--- config.mk ---
export PLATFORM = sky130hd
export DESIGN_NAME = pipe_adder_flat
export DESIGN_NICKNAME = d
export VERILOG_FILES = /design/src/rtl/pipe_adder_if.sv /design/src/rtl/pipe_adder.sv /design/src/flat_wrapper.sv
export SDC_FILE = /design/constraint.sdc
export NUM_CORES = 1
export LEC_CHECK = 0
export BUFFER_PORTS_ARGS = -buffer_cell sky130_fd_sc_hd__buf_2
export CELL_PAD_IN_SITES_DETAIL_PLACEMENT = 1
export CELL_PAD_IN_SITES_GLOBAL_PLACEMENT = 2
export CORE_UTILIZATION = 36
export DETAILED_ROUTE_END_ITERATION = 7
export GPL_ROUTABILITY_DRIVEN = 0
export PLACE_DENSITY = 0.91
export RECOVER_POWER = 100
export SLEW_MARGIN = 10
export SYNTH_ARGS = -nofsm -noshare
export SYNTH_HDL_FRONTEND = slang
export SYNTH_SLANG_ARGS = --single-unit
--- constraint.sdc ---
create_clock -name clk -period 2.6 [get_ports clk]
set_clock_uncertainty 0.1 [all_clocks]
set_input_delay 0.26 -clock clk [delete_from_list [all_inputs] [get_ports clk]]
set_output_delay 0.26 -clock clk [all_outputs]
set_load 0.005 [all_outputs]
--- src/rtl/pipe_adder_if.sv ---
// Handshake bundle for pipe_adder: operand side (in_*) and result side (out_*).
interface pipe_adder_if #(
  parameter int WIDTH = 16
);
  logic             in_valid;
  logic             in_ready;
  logic [WIDTH-1:0] a;
  logic [WIDTH-1:0] b;
  logic             c_in;
  logic             sub;
  logic             out_valid;
  logic             out_ready;
  logic [WIDTH-1:0] sum;
  logic             c_out;
  logic             overflow;

  // Operand source and result consumer side.
  modport master (
    output in_valid, a, b, c_in, sub, out_ready,
    input  in_ready, out_valid, sum, c_out, overflow
  );

  // Adder side.
  modport slave (
    input  in_valid, a, b, c_in, sub, out_ready,
    output in_ready, out_valid, sum, c_out, overflow
  );
endinterface

--- src/rtl/pipe_adder.sv ---
// Pipelined add/subtract: STAGES register stages, each rippling one CW-bit
// chunk. Operands travel with the carry (skew) and finished low chunks
// travel with them (de-skew), so the whole result leaves the last stage at
// once. A single global advance signal stalls every stage together.
module pipe_adder #(
  parameter int WIDTH  = 16,
  parameter int STAGES = 4
) (
  input  logic         clk,
  input  logic         rst_n,
  pipe_adder_if.slave  bus
);
  localparam int CW = WIDTH / STAGES;

  // Registered per-stage state, exposed so stage k+1 can read stage k.
  logic [WIDTH-1:0] a_pipe     [STAGES];
  logic [WIDTH-1:0] bx_pipe    [STAGES];
  logic [WIDTH-1:0] sum_pipe   [STAGES];
  logic             carry_pipe [STAGES];
  logic             valid_pipe [STAGES];
  logic             ov_last;
  logic             out_valid_w;
  logic             advance;

  assign out_valid_w = valid_pipe[STAGES-1];
  // The pipeline moves as a whole unless a finished result is being held.
  assign advance     = !out_valid_w || bus.out_ready;

  assign bus.in_ready  = advance;
  assign bus.out_valid = out_valid_w;
  assign bus.sum       = sum_pipe[STAGES-1];
  assign bus.c_out     = carry_pipe[STAGES-1];
  assign bus.overflow  = ov_last;

  for (genvar gi = 0; gi < STAGES; gi++) begin : g_stage
    logic [WIDTH-1:0] a_in;
    logic [WIDTH-1:0] bx_in;
    logic [WIDTH-1:0] s_in;
    logic             cy_in;
    logic             v_in;
    logic [CW:0]      chunk;
    logic [WIDTH-1:0] s_next;
    logic [WIDTH-1:0] a_reg;
    logic [WIDTH-1:0] bx_reg;
    logic [WIDTH-1:0] sum_reg;
    logic             carry_reg;
    logic             valid_reg;

    if (gi == 0) begin : g_first
      // Subtraction is a + ~b + 1; the forced carry-in replaces c_in.
      assign a_in  = bus.a;
      assign bx_in = bus.sub ? ~bus.b : bus.b;
      assign s_in  = '0;
      assign cy_in = bus.sub | bus.c_in;
      assign v_in  = bus.in_valid;
    end else begin : g_next
      assign a_in  = a_pipe[gi-1];
      assign bx_in = bx_pipe[gi-1];
      assign s_in  = sum_pipe[gi-1];
      assign cy_in = carry_pipe[gi-1];
      assign v_in  = valid_pipe[gi-1];
    end

    assign chunk = {1'b0, a_in[gi*CW +: CW]} + {1'b0, bx_in[gi*CW +: CW]}
                 + (CW+1)'(cy_in);

    // Merge this stage's chunk into the partially built sum.
    always_comb begin
      s_next               = s_in;
      s_next[gi*CW +: CW]  = chunk[CW-1:0];
    end

    // Stage register: loads only on advance, valid clears asynchronously.
    always_ff @(posedge clk or negedge rst_n) begin
      if (!rst_n) begin
        valid_reg <= 1'b0;
        carry_reg <= 1'b0;
        sum_reg   <= '0;
        a_reg     <= '0;
        bx_reg    <= '0;
      end else if (advance) begin
        valid_reg <= v_in;
        carry_reg <= chunk[CW];
        sum_reg   <= s_next;
        a_reg     <= a_in;
        bx_reg    <= bx_in;
      end
    end

    assign a_pipe[gi]     = a_reg;
    assign bx_pipe[gi]    = bx_reg;
    assign sum_pipe[gi]   = sum_reg;
    assign carry_pipe[gi] = carry_reg;
    assign valid_pipe[gi] = valid_reg;

    if (gi == STAGES - 1) begin : g_last
      logic ov_reg;

      // Signed overflow: operands agree in sign but the result does not.
      always_ff @(posedge clk or negedge rst_n) begin
        if (!rst_n) begin
          ov_reg <= 1'b0;
        end else if (advance) begin
          ov_reg <= (a_in[WIDTH-1] == bx_in[WIDTH-1]) &&
                    (s_next[WIDTH-1] != a_in[WIDTH-1]);
        end
      end

      assign ov_last = ov_reg;
    end
  end
endmodule

--- src/flat_wrapper.sv ---
// flat-port wrapper written by rule: the top's interface ports become plain ports
module pipe_adder_flat 
#(
  parameter int WIDTH  = 16,
  parameter int STAGES = 4
)
  (clk, rst_n, bus_in_valid, bus_a, bus_b, bus_c_in, bus_sub, bus_out_ready, bus_in_ready, bus_out_valid, bus_sum, bus_c_out, bus_overflow);
  pipe_adder_if #(.WIDTH(WIDTH)) bus_i ();
  input  logic clk;
  input  logic rst_n;
  input wire logic [$bits(bus_i.in_valid)-1:0] bus_in_valid;
  input wire logic [$bits(bus_i.a)-1:0] bus_a;
  input wire logic [$bits(bus_i.b)-1:0] bus_b;
  input wire logic [$bits(bus_i.c_in)-1:0] bus_c_in;
  input wire logic [$bits(bus_i.sub)-1:0] bus_sub;
  input wire logic [$bits(bus_i.out_ready)-1:0] bus_out_ready;
  output wire logic [$bits(bus_i.in_ready)-1:0] bus_in_ready;
  output wire logic [$bits(bus_i.out_valid)-1:0] bus_out_valid;
  output wire logic [$bits(bus_i.sum)-1:0] bus_sum;
  output wire logic [$bits(bus_i.c_out)-1:0] bus_c_out;
  output wire logic [$bits(bus_i.overflow)-1:0] bus_overflow;
  assign bus_i.in_valid = bus_in_valid;
  assign bus_i.a = bus_a;
  assign bus_i.b = bus_b;
  assign bus_i.c_in = bus_c_in;
  assign bus_i.sub = bus_sub;
  assign bus_i.out_ready = bus_out_ready;
  assign bus_in_ready = bus_i.in_ready;
  assign bus_out_valid = bus_i.out_valid;
  assign bus_sum = bus_i.sum;
  assign bus_c_out = bus_i.c_out;
  assign bus_overflow = bus_i.overflow;
  pipe_adder #(.WIDTH(WIDTH), .STAGES(STAGES)) u_core (.clk(clk), .rst_n(rst_n), .bus(bus_i));
endmodule
**Yosys cells after proc, flatten, opt, wreduce, memory -nomap -nowiden**

Index checks and enable logic that the tools add are counted.

- Word-level logic and storage cells: 35
- Input bits: 38
- Register bits after elaboration: 145
- Output and inout bits: 20

- Add/sub/neg operators: 8
- Multiplexer cells: 1
- Eq/ne operators: 2
- Bitwise gates (word level): 2
- Reduce and logical (&&, ||, !) cells: 3

Operator list:

| kind | number |
|---|---|
| adder 4 x 4 -> 5 bit | 4 |
| adder 5 x 1 -> 5 bit | 4 |
| two-way mux 16 bit | 1 |
| inverter 16 bit | 1 |
| == test 1 bit | 1 |
| logical AND 1 bit | 1 |
| logical NOT 1 bit | 1 |
| logical OR 1 bit | 1 |
| != test 1 bit | 1 |
| bitwise OR 1 bit | 1 |

**Longest topological paths before layout**

- Depth in word-level cells: 4
- Gate-level depth with buffers: 8
- Gate-level depth less buffers: 6

**Least setup slack after synthesis**

Ideal clock, no wire load.

- Path kind: input to register
- Start point: input port bus_sub
- End point: register u_core.g_stage[0].carry_reg
- Data required time: 2.373 ns
- Path buffers: 2
- Stages on the path: 8
- Setup time: 0.127 ns
- Arrival time: 2.044 ns
- Slack: 0.329 ns
- Cells stage by stage: buf_4 buf_4 or2_2 fa_1 fa_1 a21o_1 a21oi_1 a21oi_1

- Cells in the longest elaborated chain, start to end: 3
- Elaborated cells on any way between the ends: 4
- Classes of those cells: add/sub: 2; mux: 1; bitwise: 1

RTL lines:

| what | line | source |
|---|---|---|
| start: declaration | flat_wrapper.sv:15 | `input wire logic [$bits(bus_i.sub)-1:0] bus_sub;` |
| two-way mux 16 bit | pipe_adder.sv:52 | `assign bx_in = bus.sub ? ~bus.b : bus.b;` |
| adder 4 x 4 -> 5 bit | pipe_adder.sv:64 | `assign chunk = {1'b0, a_in[gi*CW +: CW]} + {1'b0, bx_in[gi*CW +: CW]}` |
| adder 5 x 1 -> 5 bit * | pipe_adder.sv:65 | `+ (CW+1)'(cy_in);` |
| end signal: assignment | pipe_adder.sv:83 | `carry_reg <= chunk[CW];` |
| end: declaration | pipe_adder.sv:46 | `logic carry_reg;` |

Every way passes the cells marked *; elsewhere a longest branch is shown, timed or not.
A chain may end at the register's enable or synchronous reset.

**Worst setup path after layout**

- Start point: register u_core.g_stage[3].valid_reg (netlist: u_core.bus.out_valid)
- End point: register u_core.g_stage[0].sum_reg[3]

- Cells in the longest elaborated chain, start to end: 2

RTL lines:

| what | line | source |
|---|---|---|
| start: declaration | pipe_adder.sv:47 | `logic valid_reg;` |
| start signal: assignment | pipe_adder.sv:82 | `valid_reg <= v_in;` |
| logical NOT 1 bit | pipe_adder.sv:27 | `assign advance = !out_valid_w \|\| bus.out_ready;` |
| logical OR 1 bit | pipe_adder.sv:27 |  |
| end signal: assignment | pipe_adder.sv:84 | `sum_reg <= s_next;` |
| end: declaration | pipe_adder.sv:45 | `logic [WIDTH-1:0] sum_reg;` |

No other way between the ends.

==> summary.md <==
| Metric | Value |
|---|---|
| Outcome | complete, but fails checks |
| Failing checks | DRC |
| Slack of the critical path | 0.463 ns |
| DRT iter0 DRCs | 155 |
| Placement Setup Slack | 0.390 ns |
| Share of cells above drive strength 1 | 13.3% |
| Design area | 5010 um^2 |
| Placed cells | 645 |
| Clk_lat worst skew | 0.34 ns |
| Cts repair resizes | 0 |
| Starting Density | 37.5% |
| Hold Violations, Final | 0 |
| DRC viols | 5 |
| DPL Wire Length | 5970 um |
| Crit-path slowest cell | or4_1 |
| Power Internal | 3.78 mW |
| Number of flops mapped to enable cells by yosys | 0 |
| Top cells by count, synth | nand2_1 (225), dfrtp_1 (97), buf_2 (17), o21ai_0 (15), xnor2_1 (14) |
| Pwr Total | 5.86 mW |
| Largest net degree at the start of global routing | 106 |
| Clk buf depth | 2 |
| Top-count cell post-synth | nand2_1 |
| Crit path time final | 2.14 ns |
| Cts bufs inserted | 9 |
| CP Class | flop to flop |
| XOR/XNOR Fraction of Synth Area | 4.04% |
| Net Sw Frac | 35.5% |
| Critical-path cell list | nor2b_1 > clkbuf_4 > or4_1 > nand3_1 |
| Clk slew on worst S/H paths | 0.06 ns |
| Overflow after GRT | 0 |
| Die W | 112 um |
| Die Area | 12500 um^2 |
| Final net count | 572 |
| # rows | 39 |
| Post-synthesis simple-gate area fraction | 22.2% |
| Placement Cell Area | 4740 um^2 |
| Vias in the first global route | 3269 |
| Top FF cell, synth | dfrtp_1 |
| Util after Layout | 43.3% |
| Ranking of synthesized cells by area | dfrtp_1 (56%), nand2_1 (19%), fa_1 (3.7%) |
| Mapped Cells | 463 |
| Post-route clock period utilization | 82.2% |
| Final setup viols | 0 |
| Post-CTS setup buffers | 0 |
| Die Y | 112 um |
| Max frequency | 0.468 GHz |
| DRT antenna net count | 0 |
| Post-DR vias/cell | 4.69 |
| Fillers | 1354 |
| Worst path max stage delay | 0.70 ns |
| Leak | 2.58 nW |
| Synth-to-layout area growth | 15.4% |
| Tightest Pin Transition | 1.07 ns |
| Hold Path Cell Cnt | 3 |
| RSZ-0062 raised after global routing | false |
| R2r worst-path depth | 4 |
| Synth Area in Compound Gates | 6.00% |
| Comb power frac | 33.2% |
| NetSw | 2.08 mW |
| Worst EP arrival | 2.30 ns |
| Crit end category | flop |
| Worst setup SP type | flop |
| DR pass1 iterations | 6 |
| Ports | 58 |
| Yosys top cell by area | dfrtp_1 |
| Post-Synth Adder-Cell Area | 7.15% |
| Sequential share of the synthesized area | 55.9% |
| Maxcap violations | 0 |
| HP Class | input pin to flop |
| P per Cell Area | 1170 nW/um^2 |
| Root buffer cell | clkbuf_16 |
| Clock power frac | 22.8% |
| Syn_area_per_cell | 9.37 um^2 |
| Total Wirelength | 8920 um |
| Synth unique cells | 29 |
| Yosys warning count | 0 |
| Worst vdd ir | 0.382 mV |
| Ys async rst share | 100% |
| Setup Total Neg Slack | 0 ns |
| Antenna diodes | 0 |
| Routed vias | 3100 |
| H-tree levels | 3 |
| First-pass GRT wire length | 15300 um |
| Port Buffer Count | 57 |
| WP data required | 2.77 ns |
| Crit Path Max Fanout | 105 |
| Mapped Area | 4340 um^2 |
| Avg WL per Cell | 13.5 um |
| Non-Filler Instances | 661 |
| Seq cells post-synth | 97 |
| TritonCTS clock tree | built |
| Initial antenna violation count | 0 |
| Hold slack final | 0.0175 ns |
| Syn nets | 521 |
| Largest family of logic cells by synthesized area | simple AND/OR/NAND/NOR gates |
| Flop pwr share | 44.0% |
| Multiplexer area fraction after synthesis | 0.692% |
| Core box area | 11600 um^2 |
| Slew Viols, Final | 0 |
| Relative slew margins | 28.7% |
| Top cell type's share of synthesized area | 55.9% |
| Total GRT Usage | 15.3% |
| Clock sink count | 97 |
-- placed cells by master (no fill, tap or decap), drive strengths merged, types with 4 or more instances in the layout --
cell type | synthesis | routed
a21o | 4 | 4
xor2 | 6 | 6
dfrtp | 97 | 97
a21oi | 13 | 13
o21ai | 17 | 17
nand3 | 4 | 4
clkbuf | 2 | 24
nor2 | 7 | 7
buf | 22 | 50
ha | 12 | 12
nand2 | 225 | 225
fa | 8 | 8
inv | 10 | 10
xnor2 | 14 | 14
nor2b | 5 | 5
-- cells by family (layout without fill, tap and decap cells) --
logic type	after synthesis	in the layout
buffers and inverters	34	89
multiplexers	3	3
AO/OA/AOI/OAI	43	43
AND/OR/NAND/NOR	246	246
adder cells (fa/ha/maj)	20	20
flip-flops	97	97
XOR/XNOR	20	20
-- final timing paths --
| kind | to | slack, ns | startpoint |
|---|---|---|---|
| min in group asynchronous | u_core.g_stage[0].a_reg[6]$_DFFE_PN0P_ | 0.51 | rst_n |
| worst max register to register | u_core.g_stage[0].sum_reg[3]$_DFFE_PN0P_ | 0.46 | u_core.bus.out_valid$_DFFE_PN0P_ |
| worst min-delay path | u_core.g_stage[0].a_reg[15]$_DFFE_PN0P_ | 0.02 | bus_a[15] |
| max in group asynchronous | u_core.g_stage[1].a_reg[11]$_DFFE_PN0P_ | 0.79 | rst_n |
| worst max-delay path | u_core.g_stage[0].sum_reg[3]$_DFFE_PN0P_ | 0.46 | u_core.bus.out_valid$_DFFE_PN0P_ |
| worst min register to register | u_core.g_stage[2].valid_reg$_DFFE_PN0P_ | 0.36 | u_core.g_stage[2].valid_reg$_DFFE_PN0P_ |
-- cell type report --
| cell class | count | area [um^2] | share of cell area (%) |
|---|---|---|---|
| Tap cell | 143 | 179 | 3.57 |
| Clock buffer | 11 | 253 | 5.05 |
| Timing Repair Buffer | 64 | 335 | 6.69 |
| Clock inverter | 4 | 51.3 | 1.02 |
| Multi-Input combinational cell | 332 | 1730 | 34.4 |
| Inverter | 10 | 37.5 | 0.749 |
| Sequential cell | 97 | 2430 | 48.5 |
-- layer usage --
layer | track usage, % | share of wire, % | up-vias
met5 | 0 | 0 | -
met4 | 7.30 | 1.8 | 0
met3 | 2.18 | 2.9 | 10
met2 | 25.5 | 48 | 39
met1 | 19.6 | 48 | 1499
li1 | - | - | 1552
-- worst max-delay path: cells and delay by family, from the launching register on --
kind	cells	cell delay, ns
buf+inv	1	0.58
flops	1	0.38
simple gates	3	0.96
-- power groups by stage --
stage	clock, mW	sequential, mW	combinational (mW)
floorplan	0	2.52	1.46
global placement	0	2.57	1.91
detailed placement	0	2.60	2.01
CTS	1.38	2.59	2.05
global route	1.43	2.67	2.27
finish	1.34	2.58	1.94
-- repair_timing --
item,CTS,global route
hold buffers,1,0
hold endpoints to repair,35,0
endpoints found under the setup margin,0,0
No activity file was read; power rests on OpenSTA's default activity.
